===== config.mk =====
export PLATFORM = sky130hd
export DESIGN_NAME = memory_access_flat
export DESIGN_NICKNAME = d
export VERILOG_FILES = /design/src/rtl/memory_access_pkg.sv /design/src/rtl/memory_access_if.sv /design/src/rtl/memory_access_load_align.sv /design/src/rtl/memory_access.sv /design/src/flat_wrapper.sv
export SDC_FILE = /design/constraint.sdc
export NUM_CORES = 1
export LEC_CHECK = 0
export ABC_AREA = 1
export BUFFER_PORTS_ARGS = -buffer_cell sky130_fd_sc_hd__buf_2
export CAP_MARGIN = 15
export CELL_PAD_IN_SITES_DETAIL_PLACEMENT = 0
export CELL_PAD_IN_SITES_GLOBAL_PLACEMENT = 1
export CORE_MARGIN = 3
export CORE_UTILIZATION = 29
export DETAILED_ROUTE_END_ITERATION = 12
export PLACE_DENSITY = 0.76
export SYNTH_ARGS = -nofsm -noshare
export SYNTH_HDL_FRONTEND = slang
export SYNTH_SLANG_ARGS = --single-unit

===== constraint.sdc =====
create_clock -name i_clk -period 1.7 [get_ports i_clk]
set_clock_uncertainty 0.15 [all_clocks]
set_input_delay 0.34 -clock i_clk [delete_from_list [all_inputs] [get_ports i_clk]]
set_output_delay 0.34 -clock i_clk [all_outputs]
set_load 0.005 [all_outputs]

===== src/rtl/memory_access_pkg.sv =====
// memory_access_pkg: shared widths, opcodes, funct3 codes, FSM states and lane helpers for the MEM stage
package memory_access_pkg;
  localparam int XLEN  = 32;
  localparam int XADDR = 5;
  localparam int OPLEN = 7;
  localparam logic [OPLEN-1:0] OP_LOAD  = 7'b0000011;
  localparam logic [OPLEN-1:0] OP_STORE = 7'b0100011;
  localparam logic [2:0] F3_B  = 3'b000;
  localparam logic [2:0] F3_H  = 3'b001;
  localparam logic [2:0] F3_W  = 3'b010;
  localparam logic [2:0] F3_BU = 3'b100;
  localparam logic [2:0] F3_HU = 3'b101;
  typedef enum logic [1:0] {IDLE, REQ, RESP} state_t;
  // Byte offset actually used: halfwords honour a[1] only, words ignore a[1:0]
  function automatic logic [1:0] lane_off(input logic [2:0] f3, input logic [1:0] a);
    return f3[1] ? 2'b00 : f3[0] ? {a[1], 1'b0} : a;
  endfunction
  function automatic logic [3:0] store_strb(input logic [2:0] f3, input logic [1:0] a);
    return f3[1] ? 4'hF : ((f3[0] ? 4'b0011 : 4'b0001) << lane_off(f3, a));
  endfunction
  function automatic logic [XLEN-1:0] store_wdata(input logic [2:0] f3, input logic [XLEN-1:0] d);
    return f3[1] ? d : f3[0] ? {2{d[15:0]}} : {4{d[7:0]}};
  endfunction
  function automatic logic misaligned(input logic [2:0] f3, input logic [1:0] a);
    return f3[1] ? (a != 2'b00) : (f3[0] & a[0]);
  endfunction
endpackage


===== src/rtl/memory_access_if.sv =====
// memory_access_if: valid/ready data-memory bus between the MEM stage (master) and data memory (slave)
interface memory_access_if;
  logic                               req;
  logic                               we;
  logic [memory_access_pkg::XLEN-1:0] addr;
  logic [memory_access_pkg::XLEN-1:0] wdata;
  logic [3:0]                         wstrb;
  logic                               ready;
  logic                               rvalid;
  logic [memory_access_pkg::XLEN-1:0] rdata;
  modport master (output req, we, addr, wdata, wstrb, input ready, rvalid, rdata);
  modport slave  (input req, we, addr, wdata, wstrb, output ready, rvalid, rdata);
endinterface


===== src/rtl/memory_access_load_align.sv =====
// memory_access_load_align: shifts the loaded word to the addressed lane and sign/zero extends it
module memory_access_load_align
  import memory_access_pkg::*;
(
  input  logic [XLEN-1:0] rdata,
  input  logic [1:0]      off,
  input  logic [2:0]      funct3,
  output logic [XLEN-1:0] data
);
  logic [XLEN-1:0] sh;
  assign sh = rdata >> {lane_off(funct3, off), 3'b000};
  always_comb data = funct3 == F3_B  ? {{24{sh[7]}}, sh[7:0]} :
                     funct3 == F3_H  ? {{16{sh[15]}}, sh[15:0]} :
                     funct3 == F3_BU ? {24'b0, sh[7:0]} :
                     funct3 == F3_HU ? {16'b0, sh[15:0]} : sh;
endmodule


===== src/rtl/memory_access.sv =====
// memory_access: RV32I MEM stage running loads/stores over a valid/ready bus, passing other ops through.
// Optional MEM_MISALIGN_TRAP_EN reports misaligned accesses instead of issuing them.
module memory_access
  import memory_access_pkg::*;
(
  input  logic               i_clk,
  input  logic               i_rst_n,
  input  logic               i_valid,
  input  logic [OPLEN-1:0]   i_opcode,
  input  logic [2:0]         i_funct3,
  input  logic [XLEN-1:0]    i_alu_result,
  input  logic [XLEN-1:0]    i_rs2_data,
  input  logic [XADDR-1:0]   i_rd_addr,
  input  logic               i_rd_write,
  input  logic [XLEN-1:0]    i_pc,
  memory_access_if.master    dmem,
  output logic               or_valid,
  output logic [XADDR-1:0]   or_rd_addr,
  output logic               or_rd_write,
  output logic [XLEN-1:0]    or_rd_data,
  output logic [XLEN-1:0]    or_pc,
  output logic [OPLEN-1:0]   or_opcode,
  output logic [2:0]         or_funct3,
`ifdef MEM_MISALIGN_TRAP_EN
  output logic               or_misalign,
  output logic [XLEN-1:0]    or_misalign_addr,
`endif
  output logic               o_stall
);
  state_t          state;
  logic [1:0]      a_q;
  logic [XLEN-1:0] ld_data;
  logic            is_st, is_ls, mis;
  assign is_st   = i_opcode == OP_STORE;
  assign is_ls   = is_st || i_opcode == OP_LOAD;
  assign o_stall = state != IDLE;
`ifdef MEM_MISALIGN_TRAP_EN
  assign mis = is_ls && misaligned(i_funct3, i_alu_result[1:0]);
`else
  assign mis = 1'b0;
`endif
  memory_access_load_align u_align (.rdata(dmem.rdata), .off(a_q), .funct3(or_funct3), .data(ld_data));
  always_ff @(posedge i_clk) begin
    if (!i_rst_n) begin
      state       <= IDLE;
      a_q         <= '0;
      or_valid    <= 1'b0;
      or_rd_addr  <= '0;
      or_rd_write <= 1'b0;
      or_rd_data  <= '0;
      or_pc       <= '0;
      or_opcode   <= '0;
      or_funct3   <= '0;
      dmem.req    <= 1'b0;
      dmem.we     <= 1'b0;
      dmem.addr   <= '0;
      dmem.wdata  <= '0;
      dmem.wstrb  <= '0;
`ifdef MEM_MISALIGN_TRAP_EN
      or_misalign      <= 1'b0;
      or_misalign_addr <= '0;
`endif
    end else begin
      or_valid <= 1'b0;
`ifdef MEM_MISALIGN_TRAP_EN
      or_misalign <= 1'b0;
`endif
      case (state)
        IDLE: if (i_valid) begin
          or_rd_addr  <= i_rd_addr;
          or_rd_write <= i_rd_write && i_rd_addr != '0 && !is_st && !mis;
          or_rd_data  <= i_alu_result;
          or_pc       <= i_pc;
          or_opcode   <= i_opcode;
          or_funct3   <= i_funct3;
          a_q         <= i_alu_result[1:0];
          if (mis) begin
            or_valid <= 1'b1;
`ifdef MEM_MISALIGN_TRAP_EN
            or_misalign      <= 1'b1;
            or_misalign_addr <= i_alu_result;
`endif
          end else if (is_ls) begin
            state      <= REQ;
            dmem.req   <= 1'b1;
            dmem.we    <= is_st;
            dmem.addr  <= {i_alu_result[XLEN-1:2], 2'b00};
            dmem.wdata <= store_wdata(i_funct3, i_rs2_data);
            dmem.wstrb <= is_st ? store_strb(i_funct3, i_alu_result[1:0]) : 4'h0;
          end else begin
            or_valid <= 1'b1;
          end
        end
        REQ: if (dmem.ready) begin
          dmem.req <= 1'b0;
          state    <= dmem.we ? IDLE : RESP;
          or_valid <= dmem.we;
        end
        RESP: if (dmem.rvalid) begin
          or_rd_data <= ld_data;
          or_valid   <= 1'b1;
          state      <= IDLE;
        end
        default: state <= IDLE;
      endcase
    end
  end
endmodule


===== src/flat_wrapper.sv =====
// flat-port wrapper written by rule: the top's interface ports become plain ports
module memory_access_flat import memory_access_pkg::*;
  (i_clk, i_rst_n, i_valid, i_opcode, i_funct3, i_alu_result, i_rs2_data, i_rd_addr, i_rd_write, i_pc, or_valid, or_rd_addr, or_rd_write, or_rd_data, or_pc, or_opcode, or_funct3, o_stall, dmem_req, dmem_we, dmem_addr, dmem_wdata, dmem_wstrb, dmem_ready, dmem_rvalid, dmem_rdata);
  memory_access_if dmem_i ();
  input  logic i_clk;
  input  logic i_rst_n;
  input  logic i_valid;
  input  logic [OPLEN-1:0] i_opcode;
  input  logic [2:0] i_funct3;
  input  logic [XLEN-1:0] i_alu_result;
  input  logic [XLEN-1:0] i_rs2_data;
  input  logic [XADDR-1:0] i_rd_addr;
  input  logic i_rd_write;
  input  logic [XLEN-1:0] i_pc;
  output logic or_valid;
  output logic [XADDR-1:0] or_rd_addr;
  output logic or_rd_write;
  output logic [XLEN-1:0] or_rd_data;
  output logic [XLEN-1:0] or_pc;
  output logic [OPLEN-1:0] or_opcode;
  output logic [2:0] or_funct3;
  output logic o_stall;
  output wire logic [$bits(dmem_i.req)-1:0] dmem_req;
  output wire logic [$bits(dmem_i.we)-1:0] dmem_we;
  output wire logic [$bits(dmem_i.addr)-1:0] dmem_addr;
  output wire logic [$bits(dmem_i.wdata)-1:0] dmem_wdata;
  output wire logic [$bits(dmem_i.wstrb)-1:0] dmem_wstrb;
  input wire logic [$bits(dmem_i.ready)-1:0] dmem_ready;
  input wire logic [$bits(dmem_i.rvalid)-1:0] dmem_rvalid;
  input wire logic [$bits(dmem_i.rdata)-1:0] dmem_rdata;
  assign dmem_req = dmem_i.req;
  assign dmem_we = dmem_i.we;
  assign dmem_addr = dmem_i.addr;
  assign dmem_wdata = dmem_i.wdata;
  assign dmem_wstrb = dmem_i.wstrb;
  assign dmem_i.ready = dmem_ready;
  assign dmem_i.rvalid = dmem_rvalid;
  assign dmem_i.rdata = dmem_rdata;
  memory_access u_core (.i_clk(i_clk), .i_rst_n(i_rst_n), .i_valid(i_valid), .i_opcode(i_opcode), .i_funct3(i_funct3), .i_alu_result(i_alu_result), .i_rs2_data(i_rs2_data), .i_rd_addr(i_rd_addr), .i_rd_write(i_rd_write), .i_pc(i_pc), .dmem(dmem_i), .or_valid(or_valid), .or_rd_addr(or_rd_addr), .or_rd_write(or_rd_write), .or_rd_data(or_rd_data), .or_pc(or_pc), .or_opcode(or_opcode), .or_funct3(or_funct3), .o_stall(o_stall));
endmodule

# Word level (Yosys, flattened, before mapping)
# Cells that the tools add are included.
[totals]
reg_bits = 153
inputBits = 149
output_inout_bits = 152
word_cells = 73
[classes]
n_eq_ne = 11
n_shift = 2
n_mux = 31
n_reduce_logical = 15
[ops]
columns = ["op", "count"]
rows = [
  ["$mux 32", 8],
  ["$pmux 32 s2", 1],
  ["$shr 32x5->32", 1],
  ["$mux 2", 8],
  ["$mux 1", 9],
  ["$mux 4", 2],
  ["$reduce_and 4->1", 2],
  ["$eq 7x2->1 const B", 1],
  ["$eq 7x6->1 const B", 1],
  ["$eq 3x3->1 const B", 2],
  ["$ne 2x2->1 const B", 3],
  ["$pmux 2 s3", 1],
  ["$reduce_and 3->1", 2],
  ["$reduce_bool 2->1", 3],
  ["$reduce_bool 5->1", 1],
  ["$shl 4x2->4", 1],
  ["$eq 3x1->1 const B", 1],
  ["$logic_not 3->1", 1],
  ["$pmux 1 s3", 1],
  ["$eq 2x1->1 const B", 1],
  ["$eq 2x2->1 const B", 1],
  ["$logic_and 1x1->1", 2],
  ["$logic_not 2->1", 1],
  ["$ne 2x1->1 const B", 1],
  ["4 further kinds", 4],
]

# Logic depth before layout (Yosys ltp)
# Gate-level depths: netlist of the first run.
[logic_depth]
word_depth = 9
depth_mapped = 12
ltp_nobuf = 10

# By module
# Synthesis of the first run repeated with hierarchy kept, for this count alone.
[unflattened]
hier_cells = 1087
area_unflattened_um2 = 7188.1
[by_module_without_submodules]
columns = ["mod", "n_inst", "cells_each", "area_per_inst_um2", "seq_area_each_um2"]
rows = [
  ["memory_access", 1, 888, 6261.0, 3062.9],
  ["memory_access_load_align", 1, 199, 927.1, 0.0],
]

# Worst setup path after synthesis of the first run
# OpenSTA, ideal clock, no wires.
[synth_path]
path_kind = "reg-to-reg"
startpoint = "register u_core.or_funct3[1]"
endpoint = "register u_core.or_rd_data[29]"
setup_time_ns = 0.131
arrival_time_ns = 1.362
required_ns = 1.419
setup_slack_ns = 0.057
stages_incl_launch_ff = 12
n_path_buf = 2
period_less_slack_ns = 1.643
cell_sequence = "dfxtp_1 nor2_4 inv_2 and2_1 buf_4 buf_6 nand3_1 nand2_1 nand2_1 nand2_1 nand2_1 a21oi_2"
[synth_between]
elab_chain_len = 8
elab_cells_between_ends = 12
cone_classes = "3 x eq/ne; 1 x shift; 7 x mux; 1 x reduce/logical"
[synth_lines]
columns = ["element", "line", "source"]
rows = [
  ["start, declared", "memory_access.sv:23", "output logic [2:0] or_funct3,"],
  ["start signal, assigned", "memory_access.sv:75", "or_funct3 <= i_funct3;"],
  ["$mux 2", "memory_access_pkg.sv:16", "return f3[1] ? 2'b00 : f3[0] ? {a[1], 1'b0} : a;"],
  ["$shr 32x5->32", "memory_access_load_align.sv:11", "assign sh = rdata >> {lane_off(funct3, off), 3'b000};"],
  ["$mux 32", "memory_access_load_align.sv:15", "funct3 == F3_HU ? {16'b0, sh[15:0]} : sh;"],
  ["$mux 32", "memory_access_load_align.sv:14", "funct3 == F3_BU ? {24'b0, sh[7:0]} :"],
  ["$mux 32", "memory_access_load_align.sv:13", "funct3 == F3_H ? {{16{sh[15]}}, sh[15:0]} :"],
  ["$mux 32 (*)", "memory_access_load_align.sv:12", "always_comb data = funct3 == F3_B ? {{24{sh[7]}}, sh[7:0]} :"],
  ["$mux 32 (*)", "memory_access.sv:99", "RESP: if (dmem.rvalid) begin"],
  ["$pmux 32 s2 (*)", "memory_access.sv:68", "case (state)"],
  ["end signal, assigned", "memory_access.sv:72", "or_rd_data <= i_alu_result;"],
  ["end signal, assigned", "memory_access.sv:100", "or_rd_data <= ld_data;"],
  ["end, declared", "memory_access.sv:20", "output logic [XLEN-1:0] or_rd_data,"],
]
# Every way passes the cells marked *; elsewhere a longest branch is shown, timed or not. The select of a mux whose other input is x is not followed.
# A chain may end at the register's enable or synchronous reset.

# Final worst setup path of the first run
[layout_path]
startpoint = "register u_core.or_funct3[1]"
endpoint = "register u_core.or_rd_data[8]"
# The elaborated chain is that of the path after synthesis.

==> metrics list, run 1 <==
- The number of hold violations in the final report was 0.
* Net switching power figure: 2.67 mW
* Final setup violating endpoints: 0
* Gpl congestion: 0.868
- The flow ran to the end, and the final reports show no timing, DRC or antenna violations.
- Clock power share: 42.0%
* Fraction of layout instances using a drive strength above 1: 36.9%
* Area of the mapped netlist: just under 7000 um^2
- Post-CTS clock slew at the launch and capture registers of the worst setup and hold paths: 0.07 ns
- CTS saw 153 sinks.
* Post-synthesis average cell area: 7.06 um^2
* Overall power after layout: 8.99 mW
- Summed over all layers, the routed wires come to 25700 um.
- Across the run, the number of max-cap violations was 0.
- Summing over every cut layer, the via total after detailed routing is 7520.
* Internal power contribution: 6.32 mW
- The min-delay analysis places its worst path in the category primary input to flip-flop.
* Deepest clock path buffer count: 2
- DIE WIDTH: 159 um
- Maximum fanout encountered on the critical timing path: 5
- Across every metal layer, demand over resource in global routing totals 19.3%.
- Most frequent standard cell in the layout excluding fill and tap cells: sky130_fd_sc_hd__buf_2
* Root Driver: sky130_fd_sc_hd__clkbuf_16
- Violation count after the first detailed-routing iteration: 522
- The via count of the first global-routing pass is 7105.
* Signed area change from the synthesized netlist to the final layout: 47.5%
* Share of total power in sequential cells: 42.4%
* RSZ-0062 raised after global routing: yes
- Endpoint type of the worst setup path: flip-flop
- After routing, the total negative slack on setup checks comes to 0 ns.
- Sw Ratio: 29.7%
- Avg WL per Cell: ~16 um
- Final number of max-transition violations: 0
- Antenna violations before repair: 1
- In the routed layout, each cell is associated on average with a via count of 4.67.
- The critical path starts at u_core.or_funct3[1].
* Wire length of the first global-routing pass: just under 40000 um
- IO buf count: 298
- Insertion delay of the later-clocked pin in the worst-skew pair: 0.42 ns
- TritonCTS clock tree: yes
- Required arrival time at the worst endpoint: 1.91 ns
- Per report_power, the combinational group accounts for 15.5% of the total.
* Flops & latches, synth: 153
* CORE AREA: 22800 um^2
* Critical Path Slowest Stage Cell: sky130_fd_sc_hd__dfxtp_4
* Height of the chip: 159 um
- Once the floorplan was initialized, standard cells occupied about 30% of the core.
- Number of distinct library cell variants in the gate-level netlist after synthesis: 34
- Final design utilization: 43.8%
* CP bufs+invs: 4
- The worst register-to-register path begins at u_core.or_funct3[1].
* Time the worst path needs with I/O delays and setup: between 1.5 and 2 ns
- The wire-length estimate of the detail-placed layout is 18700 um.
- Number of levels in the clock H-tree: 4
* NumNets Final: 1432
* Delay contributed by the slowest stage of the critical path: 0.36 ns
- Total overflow reported by the global router: 0
- Count of nets left with antenna violations after detail routing: 0
* Largest net degree at the start of global routing: 60
* VDD IR max: 444 uV
* Sequence of cells on the critical path: buf_6 > nor2_4 > inv_4 > buf_4 > nand3_1 > o211ai_1 > buf_4 > nand2_2 > nand2_2 > a21oi_2
- Clock buffers created by TritonCTS: 17
- After synthesis, flip-flops and latches occupy 45.3% of the total area.
* Most frequent cells in the layout: sky130_fd_sc_hd__buf_2 (297), sky130_fd_sc_hd__nand2_1 (171), sky130_fd_sc_hd__o21ai_0 (157)
- The worst path uses 99.6% of the clock period.
* Cell Rows: 55
- # IOs: 301
- Startpoint-to-endpoint class of the critical path: flip-flop to flip-flop
- Data arrival, critical path: 1.90 ns
* Layout filler cell count: 2436
* Startpoint types: flip-flop
- During synthesis, Yosys emitted a total of 0 warnings.
- The die covers 25200 um^2.
- For this run, design rule violations remaining after detail routing come to 0.
* Power density cells: 901 nW/um^2
* Synthesized instance count: 958
- Reported leakage power: 5.03 nW
- Among cell families on the critical path, the largest total delay comes from buffers and inverters.
- Achievable Freq: 591 MHz
* HP Start: i_pc[30]
- Router iterations before antenna repair: 7
-- state kept, by name, indices dropped and copies added, names as in the netlist --
name,count
u_core.a_q,2
u_core.or_opcode,7
u_core.or_rd_data,32
u_core.or_valid,1
u_core.dmem.wdata,32
u_core.dmem.we,1
u_core.or_rd_addr,5
u_core.dmem.addr,30
u_core.or_rd_write,1
u_core.or_funct3,3
u_core.dmem.req,1
u_core.state,2
u_core.dmem.wstrb,4
u_core.or_pc,32
-- Yosys cell counts --
cell,count,share of area (%)
sky130_fd_sc_hd__o21ai_0,159,12
sky130_fd_sc_hd__o32ai_1,1,0.13
sky130_fd_sc_hd__o2111ai_1,1,0.13
sky130_fd_sc_hd__buf_6,6,1.0
sky130_fd_sc_hd__nand4_1,2,0.18
sky130_fd_sc_hd__or2_2,13,1.2
sky130_fd_sc_hd__a31oi_1,31,2.9
sky130_fd_sc_hd__clkbuf_1,47,2.6
sky130_fd_sc_hd__dfxtp_1,153,45
sky130_fd_sc_hd__inv_1,47,2.6
sky130_fd_sc_hd__clkinv_1,2,0.11
sky130_fd_sc_hd__nor2_4,2,0.33
sky130_fd_sc_hd__inv_2,3,0.17
sky130_fd_sc_hd__nand2_2,5,0.46
sky130_fd_sc_hd__o21bai_1,2,0.22
sky130_fd_sc_hd__nor2_2,2,0.18
sky130_fd_sc_hd__conb_1,1,0.055
sky130_fd_sc_hd__nand3_1,35,2.6
sky130_fd_sc_hd__o211ai_1,13,1.4
sky130_fd_sc_hd__nand3b_1,1,0.11
sky130_fd_sc_hd__a21oi_2,10,1.3
sky130_fd_sc_hd__nor2_1,155,8.6
sky130_fd_sc_hd__and2_1,1,0.093
sky130_fd_sc_hd__buf_1,2,0.11
sky130_fd_sc_hd__nand2_1,194,11
sky130_fd_sc_hd__o21ai_1,6,0.44
sky130_fd_sc_hd__a31o_2,1,0.13
sky130_fd_sc_hd__a21oi_1,42,3.1
sky130_fd_sc_hd__buf_4,5,0.55
sky130_fd_sc_hd__nor3_1,2,0.15
sky130_fd_sc_hd__buf_2,11,0.81
sky130_fd_sc_hd__or2_1,1,0.093
sky130_fd_sc_hd__nand2_4,1,0.17
sky130_fd_sc_hd__nand3_4,1,0.26
-- cells by family after synthesis --
group / count (synthesis) / synth area share, %
other cells: 1 / 0.0554
buf+inv: 123 / 7.97
simple gates: 415 / 25.2
compound gates: 266 / 21.5
flops: 153 / 45.3
-- worst min-delay path: cells and delay by family --
kind,cells,cell delay [ns]
and+or+nand+nor,1,0.07
AOI/OAI and AO/OA,1,0.07
buffers and inverters,1,0.07
-- cell type report --
type	count	area [um^2]	share of cell area (%)
multi-input cells	686	3400	34.0
flip-flops and latches	153	3070	30.8
repair buffers	373	2340	23.5
clock buffers	17	425	4.26
well taps	313	392	3.92
inverters	52	200	2.01
clock inverters	15	150	1.50
diodes	1	2.50	0.0251
-- path summary, 6_finish.rpt --
path,slack [ns],end,depth (start not counted)
hold reg to reg,0.31,u_core.dmem.req,2
setup reg to reg,0.007,u_core.or_rd_data[8],10
setup / recovery,0.007,u_core.or_rd_data[8],10
hold / removal,0.02,u_core.or_pc[30],3
-- metal layers --
metal	part of all wire [%]	track usage, %	up-vias
met5	0	0	-
met4	1.4	5.13	0
met3	7.1	5.58	23
met2	46	30.6	256
met1	46	25.8	3433
li1	-	-	3808
-- metrics by stage --
| step | area, um^2 | cells | hold WS, ns | worst slack, ns |
|---|---|---|---|---|
| 4_1_cts | 9690 | 1601 | 0.000552 | -0.00790 |
| 3_5_place_dp | 8880 | 1551 | 0.299 | -0.0918 |
| 3_3_place_gp | 8880 | 1551 | 0.292 | -0.113 |
| 2_1_floorplan | 6770 | 959 | 0.295 | 0.0571 |
| 5_1_grt | 9980 | 1610 | 0.00259 | -0.0753 |
| 6_report | 9980 | 1610 | 0.0156 | 0.00700 |
-- power groups by stage --
| stage | Combinational, mW | Sequential [mW] | Clock (mW) |
|---|---|---|---|
| floorplan | 0.614 | 3.91 | 0 |
| global placement | 1.28 | 3.89 | 0 |
| detailed placement | 1.28 | 3.90 | 0 |
| CTS | 1.33 | 3.82 | 3.89 |
| global route | 1.55 | 3.84 | 4.04 |
| finish | 1.40 | 3.82 | 3.78 |
-- repair_timing --
item	in CTS	in global routing
cloned	3	2
gates resized for setup	17	56
pin swaps	3	16
endpoints found under the setup margin	86	35
hold buffers	15	0
hold endpoints to repair	15	0
setup buffers	0	6
No activity file was read; power rests on OpenSTA's default activity.
==> run 2: changes to the inputs <==
--- a/config.mk
+++ b/config.mk
@@ -11,9 +11,10 @@
 export CELL_PAD_IN_SITES_DETAIL_PLACEMENT = 0
 export CELL_PAD_IN_SITES_GLOBAL_PLACEMENT = 1
 export CORE_MARGIN = 3
-export CORE_UTILIZATION = 29
+export CORE_UTILIZATION = 32
 export DETAILED_ROUTE_END_ITERATION = 12
-export PLACE_DENSITY = 0.76
+export GPL_TIMING_DRIVEN = 0
+export PLACE_DENSITY = 0.8
 export SYNTH_ARGS = -nofsm -noshare
 export SYNTH_HDL_FRONTEND = slang
 export SYNTH_SLANG_ARGS = --single-unit
==> constraint.sdc (replaced) <==
create_clock -name i_clk -period 1.9 [get_ports i_clk]
set_clock_uncertainty 0.15 [all_clocks]
set_input_delay 0.38 -clock i_clk [delete_from_list [all_inputs] [get_ports i_clk]]
set_output_delay 0.38 -clock i_clk [all_outputs]
set_load 0.005 [all_outputs]
==> metrics list, run 2 (synthesized netlist as in run 1, its figures left out) <==
- CORE AREA: 20500 um^2 (was 22800 um^2)
* Share of the clock period used by the worst path: 96.6% (was 99.6%)
- Data arrival, critical path: 2.00 ns (was 1.90 ns)
* Total Neg Setup Slack: 0 ns (unchanged)
- Post-CTS clock slew at the launch and capture registers of the worst setup and hold paths: 0.07 ns (about the same)
- The count of input and output buffers was 295 (was 298).
- Critical Path Slowest Stage Cell: sky130_fd_sc_hd__dfxtp_1 (was sky130_fd_sc_hd__dfxtp_4)
* Gpl congestion: 0.867 (was 0.868)
* Largest net degree at the start of global routing: 18 (was 60)
- The CTS tree is yes (unchanged).
- Overall power after layout: 8.01 mW (was 8.99 mW)
* Via count of the first global-routing pass: 7108 (was 7105)
* DR vias/cell: 4.84 (was 4.67)
- The static leakage power is 4.81 nW (was 5.03 nW).
* Startpoint-to-endpoint class of the critical path: flip-flop to flip-flop (unchanged)
* Delay contributed by the slowest stage of the critical path: 0.39 ns (was 0.36 ns)
- DRC Markers: 0 (unchanged)
* # IOs: 301 (unchanged)
* Router iterations before antenna repair: 5 (was 7)
- Sequence of cells on the critical path: nor2_4 > nand2_4 > nor2_4 > buf_4 > clkinvlp_4 > buf_4 > a21oi_1 > nor2_1 (was buf_6 > nor2_4 > inv_4 > buf_4 > nand3_1 > o211ai_1 > buf_4 > nand2_2 > nand2_2 > a21oi_2).
* Most frequent standard cell in the layout excluding fill and tap cells: sky130_fd_sc_hd__buf_2 (unchanged)
- The routed length per instance is 16.9 um (was 16.0 um).
- Number of levels in the clock H-tree: 4 (unchanged)
* Run status: complete, no violations (unchanged)
- The number of buffers created by CTS was 17 (unchanged).
- NumNets Final: 1436 (was 1432)
* Maximum fanout encountered on the critical timing path: 10 (was 5)
- The later-pin clock latency in the skew report came to 0.43 ns (was 0.42 ns).
- The initial core utilization came to 33.0% (was 29.7%).
- The die outline area came to 22900 um^2 (was 25200 um^2).
- Measured against its own limit, the worst slew margin works out to 59.3%.
- DIE WIDTH: 151 um (was 159 um)
* Height of the chip: 151 um (was 159 um)
- Number of buffers inserted by hold repair at cts: 0 (was 15)
- The worst path required time was 2.07 ns (was 1.91 ns).
- Fraction of layout instances using a drive strength above 1: 33.0% (was 36.9%)
* Achievable Freq: 545 MHz (was 591 MHz)
* Worst Tran Pin Value: around 0.61 ns
- The area overhead of the layout relative to synthesis came to 39.3% (was 47.5%).
- Area occupied by multi-input gates: 3220 um^2 (was 3400 um^2)
- The critical path capture point type was a flip-flop (unchanged).
- The remaining global-route overflow was 0 (unchanged).
* Min-Delay Path Class: primary input to flip-flop (unchanged)
- Startpoint types: flip-flop (unchanged)
- The global-route usage over all layers is 22.4% (was 19.3%).
- The sequential cell area came to 3070 um^2 (about the same).
* Final setup violating endpoints: 0 (unchanged)
- The number of fill cells in the layout was 2182 (was 2436).
- Wire length of the first global-routing pass: 39600 um (was 39100 um)
- The row count came to 52 (was 55).
* Power density cells: 850 nW/um^2 (was 901 nW/um^2)
* Final number of max-transition violations: 0 (unchanged)
- Violation count after the first detailed-routing iteration: 412 (was 522)
- The initial antenna violation count is 3 (was 1).
- Sinks on Clock Net: 153 (unchanged)
* Dpl hpwl: 20900 um (was 18700 um)
- The worst-case clock buffer depth came to 2 (unchanged).
- The vias after detailed routing is 7599 (was 7520).
* Aggregate routed wire length: 26500 um (was 25700 um)
* MaxCap Viol Count: 0 (unchanged)
- Count of nets left with antenna violations after detail routing: 0 (unchanged)
- Most frequent cells in the layout: sky130_fd_sc_hd__buf_2 (305), sky130_fd_sc_hd__nand2_1 (191), sky130_fd_sc_hd__o21ai_0 (157) (was sky130_fd_sc_hd__buf_2 (297), sky130_fd_sc_hd__nand2_1 (171), sky130_fd_sc_hd__o21ai_0 (157)).
- Registers with the most flip-flops: u_core.dmem.wdata: 32 flops, u_core.or_pc: 32 flops, u_core.or_rd_data: 32 flops (unchanged).
- Final hold viol count: 0 (unchanged)
- VDD IR max: 607 uV (was 444 uV)
* RSZ-0062 raised after global routing: yes (unchanged)
* Root Driver: sky130_fd_sc_hd__clkbuf_16 (unchanged)
- Time the worst path needs with I/O delays and setup: 1.84 ns (was 1.69 ns)
## run 2: changes by cell type in the layout (fill, tap and decap cells not counted), moves of 13 or more
cell | before | now
sky130_fd_sc_hd__nand2_1 | 171 | 191
sky130_fd_sc_hd__buf_12 | 14 | 1
sky130_fd_sc_hd__dlygate4sd3_1 | 15 | 0
sky130_fd_sc_hd__buf_4 | 35 | 19
sky130_fd_sc_hd__nand2_2 | 23 | 7
sky130_fd_sc_hd__clkbuf_1 | 0 | 32
## run 2: final cells by class
cell class	count	share of cell area, %
multi-input combinational	683	34.2
sequential	153	32.6
timing repair buffer	310	17.0
clock buffer	17	4.51
buffer	69	3.97
tap	270	3.58
inverter	52	2.16
clock inverter	15	1.87
timing repair inverter	1	0.0796
antenna	1	0.0265
## run 2: stage by stage
stage	setup slack, ns	hold WS (ns)	instances	instance area (um^2)	utilization (%)
6_report	0.0641	0.0424	1571	9430	46.0
5_1_grt	-0.0384	0.0456	1571	9430	46.0
4_1_cts	0.000923	0.0325	1557	9250	45.1
3_5_place_dp	-0.617	0.299	1524	8580	41.9
3_3_place_gp	-0.609	0.291	1524	8580	41.9
2_1_floorplan	0.257	0.295	959	6770	-
## run 2: repair_timing
item                                    in CTS  in global routing
endpoints found under the setup margin     119                112
setup buffers                                2                 13
pin swaps                                    1                  5
hold endpoints to repair                     0                  0
gates resized for setup                     23                 27
cloned                                       0                  1
## run 2: report_power, final
group | total [mW] | switching, mW | leakage (nW) | internal [mW]
registers | 3.42 | 0.0715 | 1.26 | 3.34
clock network | 3.48 | 1.60 | 0.286 | 1.89
logic | 1.11 | 0.659 | 3.27 | 0.455
total | 8.01 | 2.33 | 4.81 | 5.69
## run 2: critical path, delay by kind of cell, from the launching register on
kind / cells / cell delay [ns]
simple gates: 4 / 0.46
buf+inv: 3 / 0.57
flops: 1 / 0.39
compound gates: 1 / 0.13
## run 2: final timing paths
check / from / to / slack [ns] / depth (start not counted)
max: u_core.state[0] / u_core.dmem.we / 0.06 / 8
min: i_alu_result[14] / u_core.dmem.addr[14] / 0.04 / 3
max reg2reg: u_core.state[0] / u_core.dmem.we / 0.06 / 8
min reg2reg: u_core.dmem.req / u_core.dmem.req / 0.31 / 2
## run 2: per-layer routing
metal | part of all wire, % | vias up | global-route usage, %
met3 | 7.8 | 24 | 5.45
li1 | - | 3807 | -
met4 | 1.3 | 4 | 4.99
met5 | 0.10 | - | 0
met2 | 47 | 262 | 36.7
met1 | 44 | 3502 | 29.9
==> run 3: changes to the inputs <==
--- a/config.mk
+++ b/config.mk
@@ -14,7 +14,7 @@
 export CORE_UTILIZATION = 32
 export DETAILED_ROUTE_END_ITERATION = 12
 export GPL_TIMING_DRIVEN = 0
-export PLACE_DENSITY = 0.8
+export PLACE_DENSITY_LB_ADDON = 0.05
 export SYNTH_ARGS = -nofsm -noshare
 export SYNTH_HDL_FRONTEND = slang
 export SYNTH_SLANG_ARGS = --single-unit
==> metrics list, run 3 (synthesized netlist as in run 1, its figures left out) <==
* Run status: complete, no violations (unchanged)
- Deepest clock path buffer count: 2 (unchanged)
- Final setup violating endpoints: 0 (unchanged)
- Sinks on Clock Net: 153 (unchanged)
- The static leakage power was 4.81 nW (about the same).
- Required arrival time at the worst endpoint: 2.12 ns (was 2.07 ns)
* Routed via count: 7507 (was 7599)
* Min-Delay Path Class: primary input to flip-flop (unchanged)
* Post-route cell area: 9430 um^2 (about the same)
- Time the worst path needs with I/O delays and setup: 1.80 ns (was 1.84 ns)
- Height of the chip: 151 um (unchanged)
- The fraction of final layout cells sized beyond drive strength 1 came to 33.3% (was 33.0%).
* Share of the clock period used by the worst path: 94.8% (was 96.6%)
* Delay contributed by the slowest stage of the critical path: 0.37 ns (was 0.39 ns)
* Placed instance count: 1524 (unchanged)
- The critical path capture point type is a flip-flop (unchanged).
* Power density cells: 832 nW/um^2 (was 850 nW/um^2)
* Via count of the first global-routing pass: 6999 (was 7108)
- The global-route usage over all layers came to 22.1% (was 22.4%).
- The area overhead of the layout relative to synthesis came to 39.4% (was 39.3%).
- VDD IR max: 583 uV (was 607 uV)
* Antenna violations before repair: 5 (was 3)
- The type of the worst setup path was flip-flop to flip-flop (unchanged).
- # IOs: 301 (unchanged)
* DR vias/cell: 4.77 (was 4.84)
- The routability-driven placement congestion ratio is 0.861 (was 0.867).
- The buffer type at the clock tree root is sky130_fd_sc_hd__clkbuf_16 (unchanged).
- Startpoint types: flip-flop (unchanged)
* Area of placed instances: 8580 um^2 (unchanged)
- Total Neg Setup Slack: 0 ns (unchanged)
* Avg WL per Cell: 16.8 um (was 16.9 um)
- The CTS tree is yes (unchanged).
- The non-filler instance count after layout is 1575 (was 1571).
- Total overflow reported by the global router: 0 (unchanged)
- Largest net degree at the start of global routing: 17 (was 18)
* Achievable Freq: 555 MHz (was 545 MHz)
* Registers with the most flip-flops: u_core.dmem.wdata: 32 flops, u_core.or_pc: 32 flops, u_core.or_rd_data: 32 flops (unchanged)
- The highest net fanout along the worst path came to 10 (unchanged).
* Number of buffers inserted by hold repair at cts: 0 (unchanged)
* Dpl hpwl: 20700 um (was 20900 um)
- Data arrival, critical path: 2.02 ns (was 2.00 ns)
* Clock buffers created by TritonCTS: 17 (unchanged)
- CORE AREA: 20500 um^2 (unchanged)
* Final number of max-transition violations: 0 (unchanged)
- Number of levels in the clock H-tree: 4 (unchanged)
- Insertion delay of the later-clocked pin in the worst-skew pair: 0.42 ns (was 0.43 ns)
* NumNets Final: 1439 (was 1436)
- The initial core utilization is 33.0% (unchanged).
* RSZ-0062 raised after global routing: yes (unchanged)
- DIE WIDTH: 151 um (unchanged)
* Post-CTS clock slew at the launch and capture registers of the worst setup and hold paths: 0.07 ns (about the same)
- The max-capacitance violation count was 0 (unchanged).
* Violation count after the first detailed-routing iteration: 330 (was 412)
- Area of the die: 22900 um^2 (unchanged)
* Sequence of cells on the critical path: nor2_4 > nand2_2 > buf_6 > buf_4 > o21ai_1 > nand2_1 > nand2_2 > nand2_1 > a31o_2 > inv_1 (was nor2_4 > nand2_4 > nor2_4 > buf_4 > clkinvlp_4 > buf_4 > a21oi_1 > nor2_1)
- The count of input and output buffers came to 295 (unchanged).
- DRC Markers: 0 (unchanged)
* Final hold viol count: 0 (unchanged)
* Critical Path Slowest Stage Cell: sky130_fd_sc_hd__dfxtp_4 (was sky130_fd_sc_hd__dfxtp_1)
- Most frequent standard cell in the layout excluding fill and tap cells: sky130_fd_sc_hd__buf_2 (unchanged)
- The worst slew margin relative to its limit is 59.1% (was 59.3%).
- The remaining antenna violation count came to 0 (unchanged).
* Router iterations before antenna repair: 4 (was 5)
- Most frequent cells in the layout: sky130_fd_sc_hd__buf_2 (303), sky130_fd_sc_hd__nand2_1 (191), sky130_fd_sc_hd__o21ai_0 (157) (was sky130_fd_sc_hd__buf_2 (305), sky130_fd_sc_hd__nand2_1 (191), sky130_fd_sc_hd__o21ai_0 (157)).
* Wire length of the first global-routing pass: 38900 um (was 39600 um)
- Aggregate routed wire length: 26400 um (was 26500 um)
- Cell Rows: 52 (unchanged)
- Worst Tran Pin Value: 0.613 ns (was 0.611 ns)
-- run 3: cell count changes in the layout (fill, tap and decap cells not counted), moves of 2 or more --
cell / previous run / this run
sky130_fd_sc_hd__clkinv_8: 2 / 0
sky130_fd_sc_hd__inv_6: 4 / 6
sky130_fd_sc_hd__inv_8: 5 / 1
sky130_fd_sc_hd__o21ai_2: 1 / 3
sky130_fd_sc_hd__o21ai_1: 7 / 5
sky130_fd_sc_hd__clkbuf_4: 4 / 7
sky130_fd_sc_hd__buf_4: 19 / 24
sky130_fd_sc_hd__buf_2: 305 / 303
-- run 3: layout make-up --
class / instances / area [um^2]
Clock inverter: 14 / 138
Multi-Input combinational cell: 683 / 3240
Inverter: 52 / 204
Timing Repair Buffer: 312 / 1620
Sequential cell: 153 / 3070
Tap cell: 270 / 338
Fill cell: 2236 / 11100
Buffer: 71 / 398
Clock buffer: 18 / 429
Antenna cell: 2 / 5.00
-- run 3: where the power goes --
part	internal, mW	total (mW)	switching, mW
sequential	3.34	3.41	0.0678
combinational	0.460	1.11	0.654
clock	1.84	3.32	1.48
-- run 3: layer usage --
| metal | vias to the layer above | global-route usage (%) | part of all wire, % |
|---|---|---|---|
| li1 | 3813 | - | - |
| met1 | 3416 | 29.9 | 45 |
| met2 | 258 | 34.7 | 45 |
| met3 | 14 | 7.33 | 8.9 |
| met4 | 6 | 4.17 | 0.66 |
| met5 | - | 0 | 0.11 |
-- run 3: worst paths after layout --
check	from	to	slack, ns	cells after the start
worst min register to register	u_core.dmem.wstrb[1]	u_core.dmem.wstrb[1]	0.31	2
worst max register to register	u_core.or_funct3[1]	u_core.or_rd_data[4]	0.1	10
worst min-delay path	i_alu_result[15]	u_core.dmem.addr[15]	0.05	3
worst max-delay path	u_core.or_funct3[1]	u_core.or_rd_data[4]	0.1	10
-- run 3: critical path: cells and delay by family, from the launching register on --
| kind | cells | cell delay, ns |
|---|---|---|
| and+or+nand+nor | 5 | 0.51 |
| DFF | 1 | 0.37 |
| buffers and inverters | 3 | 0.37 |
| AOI/OAI and AO/OA | 2 | 0.34 |
-- run 3: per-stage QoR --
step / util (%) / hold slack (ns) / power, mW / setup WS [ns]
after floorplan: - / 0.295 / 4.05 / 0.257
after global placement: 41.9 / 0.288 / 4.57 / -0.521
after detailed placement: 41.9 / 0.304 / 4.57 / -0.537
after CTS: 45.0 / 0.0288 / 7.89 / 0.00321
after global routing: 46.0 / 0.0334 / 8.22 / -0.0138
final: 46.0 / 0.0479 / 7.84 / 0.0994
-- run 3: what timing repair did --
action | 4_1_cts | 5_1_grt
endpoints found under the setup margin | 111 | 116
gates resized for setup | 21 | 48
buffers inserted | 2 | 15
pin swaps | 1 | 8
